[src/rtl/bram_port_arbiter.sv]
// Shared BRAM port-B arbiter: per-channel req/gnt, optional burst lock, registered
// BRAM drive and tagged read return two cycles after the transfer edge.
module bram_port_arbiter #(
  parameter int NUM_CH    = 4,
  parameter int ADDR_W    = 10,
  parameter int DATA_W    = 16,
  parameter int MODE      = 0,
  parameter int MAX_BURST = 8
) (
  input  logic                     clk,
  input  logic                     rst,
  input  logic [NUM_CH-1:0]        req,
  input  logic [NUM_CH-1:0]        lock,
  input  logic [NUM_CH-1:0]        we,
  input  logic [NUM_CH*ADDR_W-1:0] addr,
  input  logic [NUM_CH*DATA_W-1:0] wdata,
  output logic [NUM_CH-1:0]        gnt,
  output logic [NUM_CH-1:0]        rvalid,
  output logic [DATA_W-1:0]        rdata,
  output logic [ADDR_W-1:0]        bram_addr,
  output logic                     bram_we,
  output logic [DATA_W-1:0]        bram_wdata,
  input  logic [DATA_W-1:0]        bram_q
);

  // Handshake: a transfer on channel i happens at the rising edge where
  // req[i] & gnt[i]; the client holds addr/we/wdata stable until then.
  localparam int IDX_W = (NUM_CH > 1) ? $clog2(NUM_CH) : 1;

  logic [IDX_W-1:0]  ptr_q, ptr_d;
  logic [IDX_W-1:0]  owner_q, owner_d;
  logic              owner_vld_q, owner_vld_d;
  logic [7:0]        burst_cnt_q, burst_cnt_d;
  logic [ADDR_W-1:0] bram_addr_q, bram_addr_d;
  logic              bram_we_q, bram_we_d;
  logic [DATA_W-1:0] bram_wdata_q, bram_wdata_d;
  logic [IDX_W-1:0]  tag_q, tag_d;
  logic              rd1_q, rd1_d;
  logic [NUM_CH-1:0] rvalid_q, rvalid_d;

  logic              hold;
  logic              sel_vld;
  logic [IDX_W-1:0]  sel;
  logic              xfer;
  int                idx;

  // Arbitration: a locked owner under its burst limit wins outright,
  // otherwise the MODE search picks the winner.
  always_comb begin
    hold    = 1'b0;
    sel_vld = 1'b0;
    sel     = '0;
    idx     = 0;
    if (owner_vld_q && req[owner_q] && lock[owner_q] &&
        (int'(burst_cnt_q) < MAX_BURST - 1)) begin
      hold = 1'b1;
    end
    if (hold) begin
      sel_vld = 1'b1;
      sel     = owner_q;
    end else if (MODE == 0) begin
      for (int off = NUM_CH - 1; off >= 0; off--) begin
        idx = (int'(ptr_q) + off) % NUM_CH;
        if (req[idx]) begin
          sel_vld = 1'b1;
          sel     = IDX_W'(idx);
        end
      end
    end else begin
      for (int i = NUM_CH - 1; i >= 0; i--) begin
        if (req[i]) begin
          sel_vld = 1'b1;
          sel     = IDX_W'(i);
        end
      end
    end
  end

  always_comb begin
    gnt  = '0;
    xfer = sel_vld & rst;
    if (xfer) begin
      gnt[sel] = 1'b1;
    end
  end

  always_comb begin
    ptr_d        = ptr_q;
    owner_d      = owner_q;
    owner_vld_d  = 1'b0;
    burst_cnt_d  = '0;
    bram_addr_d  = bram_addr_q;
    bram_wdata_d = bram_wdata_q;
    bram_we_d    = 1'b0;
    tag_d        = tag_q;
    rd1_d        = 1'b0;
    if (xfer) begin
      ptr_d       = (int'(sel) == NUM_CH - 1) ? '0 : sel + 1'b1;
      owner_d     = sel;
      owner_vld_d = 1'b1;
      // Counter saturates so a channel repeatedly winning the normal search never wraps.
      if (owner_vld_q && (sel == owner_q) && lock[sel]) begin
        burst_cnt_d = (burst_cnt_q == 8'hFF) ? burst_cnt_q : burst_cnt_q + 8'd1;
      end
      bram_addr_d  = addr[int'(sel)*ADDR_W +: ADDR_W];
      bram_wdata_d = wdata[int'(sel)*DATA_W +: DATA_W];
      bram_we_d    = we[sel];
      tag_d        = sel;
      rd1_d        = ~we[sel];
    end
  end

  always_comb begin
    rvalid_d = '0;
    if (rd1_q) begin
      rvalid_d[tag_q] = 1'b1;
    end
  end

  always_ff @(posedge clk or negedge rst) begin
    if (!rst) begin
      ptr_q        <= '0;
      owner_q      <= '0;
      owner_vld_q  <= 1'b0;
      burst_cnt_q  <= '0;
      bram_addr_q  <= '0;
      bram_we_q    <= 1'b0;
      bram_wdata_q <= '0;
      tag_q        <= '0;
      rd1_q        <= 1'b0;
      rvalid_q     <= '0;
    end else begin
      ptr_q        <= ptr_d;
      owner_q      <= owner_d;
      owner_vld_q  <= owner_vld_d;
      burst_cnt_q  <= burst_cnt_d;
      bram_addr_q  <= bram_addr_d;
      bram_we_q    <= bram_we_d;
      bram_wdata_q <= bram_wdata_d;
      tag_q        <= tag_d;
      rd1_q        <= rd1_d;
      rvalid_q     <= rvalid_d;
    end
  end

  // BRAM output is already registered inside the RAM; it is only steered here.
  assign rdata      = (|rvalid_q) ? bram_q : '0;
  assign rvalid     = rvalid_q;
  assign bram_addr  = bram_addr_q;
  assign bram_we    = bram_we_q;
  assign bram_wdata = bram_wdata_q;

endmodule
[config.mk]
export PLATFORM = sky130hd
export DESIGN_NAME = bram_port_arbiter
export DESIGN_NICKNAME = d
export VERILOG_FILES = /design/src/rtl/bram_port_arbiter.sv
export SDC_FILE = /design/constraint.sdc
export NUM_CORES = 1
export LEC_CHECK = 0
export BUFFER_PORTS_ARGS = -buffer_cell sky130_fd_sc_hd__clkbuf_2
export CORE_ASPECT_RATIO = 1.2
export CORE_UTILIZATION = 44
export CTS_BUF_LIST = sky130_fd_sc_hd__clkbuf_2
export DETAILED_ROUTE_END_ITERATION = 6
export PLACE_DENSITY = 0.85
export SETUP_SLACK_MARGIN = 0.3
export SLEW_MARGIN = 25
export SYNTH_ARGS = -nofsm -noshare
export SYNTH_HDL_FRONTEND = slang
export SYNTH_SLANG_ARGS = --single-unit
[constraint.sdc]
create_clock -name clk -period 3.1 [get_ports clk]
set_input_delay 0.155 -clock clk [delete_from_list [all_inputs] [get_ports clk]]
set_output_delay 0.155 -clock clk [all_outputs]
set_load 0.005 [all_outputs]
### Yosys cells after proc, flatten, opt, wreduce, memory -nomap -nowiden

Index checks and enable logic that the tools add are counted.

| word-level totals | value |
|---|---|
| word-level logic and storage cells | 90 |
| input port bits | 134 |
| memory bits (read-only) | 0 |
| memories kept | 0 |
| output and inout bits | 51 |
| latch bits | 0 |
| flip-flop bits (word level) | 45 |
| RAM bits | 0 |

| operators by class | value |
|---|---|
| order comparisons | 9 |
| multiply operators | 1 |
| eq/ne operators | 4 |
| bitwise gates (word level) | 5 |
| multiplexer cells | 44 |
| reductions and logical operators | 11 |
| shift-type cells | 2 |
| add/sub/neg operators | 5 |
| divide/modulo/power cells | 0 |

Operators by type and width:

| cell | number |
|---|---|
| 64-bit by 7-bit variable part select with 16-bit output | 1 |
| 40-bit by 7-bit variable part select with 10-bit output | 1 |
| 8-bit 2-to-1 mux | 3 |
| 1-bit 2-to-1 mux | 22 |
| 1-bit binary-select mux with 2-bit select | 8 |
| 16-bit 2-to-1 mux | 1 |
| 3-bit by 4-bit less-than comparator with 1-bit output (second input constant) | 3 |
| 2-bit 2-to-1 mux | 6 |
| 2-bit by 3-bit less-than comparator with 1-bit output (second input constant) | 3 |
| 8-bit by 1-bit adder with 8-bit output (second input constant) | 1 |
| 8-bit == test (second input constant) | 1 |
| 8-bit by 3-bit less-than comparator with 1-bit output (second input constant) | 1 |
| 4-bit 2-to-1 mux | 2 |
| 1-bit logical AND | 7 |
| 2-bit OR reduction | 3 |
| 2-bit by 3-bit multiplier with 5-bit output (second input constant) | 1 |
| 2-bit by 1-bit adder with 2-bit output (second input constant) | 2 |
| 2-bit adder (second input constant) | 2 |
| 1-bit demux with 2-bit select | 2 |
| 2-bit by 1-bit >= comparator with 1-bit output (second input constant) | 2 |
| 4-bit OR reduction | 1 |
| 1-bit AND (first input constant) | 3 |
| 3-bit != test (second input constant) | 1 |
| 2-bit by 1-bit == test with 1-bit output (second input constant) | 1 |
| other kinds (3) | 3 |

### Depth between registers and ports, before layout

| depth | value |
|---|---|
| depth in word-level cells | 16 |
| depth in mapped cells | 10 |
| depth with buffers taken out | 9 |

### Worst setup path after synthesis

No wires, ideal clock.

| timing path | value |
|---|---|
| path kind | register to register |
| start point | reg burst_cnt_q[0] |
| end point | reg burst_cnt_q[5] |
| required time | 2.989 ns |
| buffers on the path | 0 |
| setup time | 0.111 ns |
| setup slack | 0.873 ns |
| data arrival time | 2.116 ns |
| period minus slack after synthesis | 2.227 ns |
| stages on the path, launching flop included | 10 |
| path through | dfrtp_1 ha_1 nand2_2 and4b_4 o211a_4 mux2_4 inv_4 a32o_2 a21oi_4 a2111oi_2 |

| between the ends | value |
|---|---|
| longest elaborated chain between the ends | 9 |
| elaborated cells between the ends (all ways) | 17 |
| classes of those cells | 1 x add/sub; 1 x order compare; 3 x eq/ne; 8 x mux; 1 x bitwise; 3 x reduce/logical |

Ends and longest elaborated chain:

| element | line | source |
|---|---|---|
| from (decl) | 33 | `logic [7:0] burst_cnt_q, burst_cnt_d;` |
| from (signal assigned) | 136 | `burst_cnt_q <= burst_cnt_d;` |
| 8-bit by 3-bit less-than comparator with 1-bit output * | 55 | `(int'(burst_cnt_q) < MAX_BURST - 1)) begin` |
| 1-bit logical AND * | 54 | `if (owner_vld_q && req[owner_q] && lock[owner_q] &&` |
| 1-bit 2-to-1 mux * | 54 |  |
| 2-bit 2-to-1 mux * | 58 | `if (hold) begin` |
| via sel[0] | 43 | `logic [IDX_W-1:0] sel;` |
| 1-bit binary-select mux with 2-bit select / 2-bit == test (equally long branches) | 102 | `if (owner_vld_q && (sel == owner_q) && lock[sel]) begin` |
| 1-bit 2-to-1 mux (not written as such) / 1-bit logical AND (equally long branches) | 102 |  |
| 1-bit logical AND * | 102 |  |
| 8-bit 2-to-1 mux | 102 |  |
| 8-bit 2-to-1 mux | 97 | `if (xfer) begin` |

The timed path passes the listed nets; every way through them passes the cells marked *. The select of a mux whose other input is x is not followed.
A chain may end at the register's enable or synchronous reset.

### Worst setup path in the final report

| timing path | value |
|---|---|
| start point | reg burst_cnt_q[0] |
| end point | out gnt[2] |

| between the ends | value |
|---|---|
| longest elaborated chain between the ends | 9 |
| elaborated cells between the ends (all ways) | 12 |
| classes of those cells | 3 x order compare; 6 x mux; 1 x bitwise; 2 x reduce/logical |

Ends and longest elaborated chain:

| element | line | source |
|---|---|---|
| 8-bit by 3-bit less-than comparator with 1-bit output * | 55 |  |
| 1-bit logical AND * | 54 |  |
| 1-bit 2-to-1 mux * | 54 |  |
| 2-bit 2-to-1 mux * | 58 |  |
| via sel[0] | 43 |  |
| 2-bit by 3-bit less-than comparator with 1-bit output (not written as such) / 2-bit by 1-bit >= comparator with 1-bit output (equally long branches) | 83 | `gnt[sel] = 1'b1;` |
| 1-bit logical AND (not written as such) | 83 |  |
| 1-bit 2-to-1 mux (not written as such) | 83 |  |
| 1-bit demux with 2-bit select * | 83 |  |
| 4-bit 2-to-1 mux * | 82 | `if (xfer) begin` |
| to (decl) | 17 | `output logic [NUM_CH-1:0] gnt,` |

The timed path passes the listed nets; every way through them passes the cells marked *.

==> results.json <==
{
  "outcome": "finished clean",
  "die_x_um": 78.7,
  "worstMarginPinSlew_ns": 0.644,
  "grt_max_degree": 46,
  "p_per_area_nw_per_um2": 721,
  "nNetsFinal": 623,
  "cp_data_arrival_time_ns": 2.51,
  "clk_pin_slew_worst_paths_ns": 0.25,
  "overflow": 0,
  "chipHeight_um": 94.1,
  "firstDrtPassIters": 4,
  "ios": 185,
  "final_cells": 572,
  "finalMaxSlewViolations": 0,
  "synth-edff-count": 0,
  "fin_util_pct": 64.1,
  "initial_core_util_pct": 45.6,
  "worst_clock_skew_ns": 0.0492,
  "drcViolationCount": 0,
  "use_met2_pct": 46.5,
  "gp_congestion": 0.829,
  "syn_avg_cell_area_um2": 11.1,
  "areaGrowthSynthToFinish_pct": 40.5,
  "setup_violations": 0,
  "max_slew_margin_pct": 57.1,
  "drt_wl_total_mm": 9.48,
  "clock_path_buffers": 2,
  "critPathKind": "flop to output pin",
  "cts_buffers": 5,
  "port_buffers": 184,
  "required_ns": 2.94,
  "synth.most_common_cell": "mux2i_1",
  "wl_per_cell_um": 16.6,
  "slowest_delay_ns": 0.46,
  "fillers": 532,
  "rows": 33,
  "grt_pass1_wl_mm": 14.2,
  "synthArstFlopShare_pct": 100,
  "die-area_um2": 7400,
  "gr-usage-all-layers_pct": 25.0,
  "synthDominantCellAreaShare_pct": 36.2,
  "synth_cell_types": 54,
  "met1_usage_pct": 25.2,
  "grt_use_met3_pct": 7.77,
  "seqCellArea_um2": 1130,
  "htree_num_levels": 2,
  "viasPerCell": 5.52,
  "diodes": 0,
  "setup-tns-final_ns": 0,
  "start_kind": "flop",
  "syn_nets": 419,
  "hold_viol_final": 0,
  "cp-end-kind": "output pin",
  "cts_sinks": 45,
  "grt_pass1_vias": 3110,
  "cts_root_buf": "clkbuf_2",
  "rsz0062_at_grt": "false",
  "grt.busiest_layer": "met2",
  "yosys_register_bits": 45,
  "core-area_um2": 6810,
  "ys_top_cells_by_count": "53 x mux2i_1, 45 x dfrtp_1, 27 x nor2_1",
  "drt_iter0_drc": 177,
  "fin_crit_sh_pct": 86.0,
  "cap_violations": 0,
  "place_inst": 541,
  "synthFlopType": "dfrtp_1",
  "peakVddDrop_mv": 0.648,
  "critPathMaxFanout": 5,
  "fmax_ghz": 0.375,
  "cts_tree": "built",
  "dp_hpwl_mm": 6.82,
  "hold_path.class": "input port to flop",
  "ys_seq_area_share_pct": 36.2,
  "leakagePower_nw": 2.24,
  "multi_input_area_um2": 1800,
  "netlist_area_um2": 3110,
  "ant_nets": 0,
  "synth.area.top_cells": "dfrtp_1 36%, mux2i_1 17%, a221oi_2 13%",
  "finalCriticalPeriod_ns": 2.67,
  "critical-path-top-delay-family": "simple AND/OR/NAND/NOR gates",
  "insertion_delay_ns": 0.43,
  "slowest_stage": "dfrtp_1",
  "worst_path_most_repeated_cell": "ha_1",
  "yosys.area.top_type": "dfrtp_1",
  "drive_above_1_share_pct": 51.5,
  "synthCells": 280,
  "crit_buf_inv": 2,
  "worstPathCellList": "ha_1, nand2_2, and4b_4, o211a_4, mux2_4, inv_4, ha_1, and2_1, clkbuf_2",
  "yosys_warnings": 0,
  "antenna_found_initial": 0,
  "vias": 3159
}
-- where the power goes --
group	leakage (nW)	internal [mW]	total (mW)	switching, mW
Combinational	1.67	0.924	1.86	0.933
Sequential	0.538	0.795	0.955	0.160
Clock	0.0366	0.133	0.333	0.199
-- sequential cells by signal, indices dropped and copies added, names as in the netlist, 2 cells and up --
name and count:
bram_wdata 16, burst_cnt_q 8, bram_addr 10, rvalid 4
tag_q 2, ptr_q 2
-- path summary, 6_finish.rpt --
| kind | start | to | slack (ns) | cells after the start |
|---|---|---|---|---|
| worst max-delay path | burst_cnt_q[0]$_DFFE_PN0P_ | gnt[2] | 0.43 | 9 |
| worst min-delay path | wdata[21] | bram_wdata[5]$_DFFE_PN0P_ | 0.02 | 3 |
| worst max register to register | burst_cnt_q[0]$_DFFE_PN0P_ | bram_wdata[12]$_DFFE_PN0P_ | 0.55 | 9 |
| worst min register to register | bram_addr[7]$_DFFE_PN0P_ | bram_addr[7]$_DFFE_PN0P_ | 0.61 | 2 |
| max in group asynchronous | rst | burst_cnt_q[2]$_DFFE_PN0P_ | 2.18 | 3 |
| min in group asynchronous | rst | bram_wdata[13]$_DFFE_PN0P_ | 0.43 | 3 |
-- logic make-up (layout without fill, tap and decap cells) --
kind of cell / count (synthesis) / count (layout) / synth area share (%)
adder cells (fa/ha/maj): 5 / 5 / 2.01
buffers and inverters: 26 / 231 / 6.28
AO/OA/AOI/OAI: 55 / 55 / 20.8
multiplexers: 55 / 55 / 17.9
flip-flops: 45 / 45 / 36.2
AND/OR/NAND/NOR: 90 / 90 / 15.6
XOR/XNOR: 4 / 4 / 1.13
-- cell usage in the layout, fill, tap and decap left out, drive strengths merged, types with 9 or more instances in the layout --
cell type	count
clkbuf	189
nor4	9
nor2b	18
nor2	29
dfrtp	45
buf	14
mux2i	53
dlygate4sd3	16
o21ai	9
a221oi	26
nand2	13
-- worst min-delay path, stage by stage --
cell and delay [ns]:
clkbuf_2 0.08, mux2i_1 0.14, a221oi_2 0.07
-- layout make-up --
cell class | count | area share, %
tap | 87 | 2.49
clock inverter | 3 | 0.946
sequential | 45 | 25.8
timing repair buffer | 214 | 28.0
clock buffer | 5 | 0.573
inverter | 9 | 0.831
multi-input combinational | 209 | 41.3
-- per-layer routing --
layer / up-vias / wire, um
met3: 35 / 795
met5: - / 0
li1: 1457 / -
met2: 174 / 5080
met1: 1493 / 3240
met4: 0 / 369
-- stage by stage --
step           hold WS (ns)  power, mW  setup slack, ns  instance area [um^2]
6_report             0.0242       3.15            0.433                  4370
4_1_cts             0.00122       3.04            0.377                  4290
2_1_floorplan        -0.141       2.18            0.873                  3110
3_5_place_dp          0.341       2.67            0.603                  4070
5_1_grt             0.00603       3.34            0.288                  4370
3_3_place_gp          0.334       2.62            0.719                  4070
-- what timing repair did --
item                                    in CTS  in global routing
endpoints found under the setup margin       2                  2
buffers inserted                             0                  7
gates resized for setup                      1                  0
hold buffers                                15                  1
hold endpoints to repair                    54                  1
(Power assumes the default switching activity.)
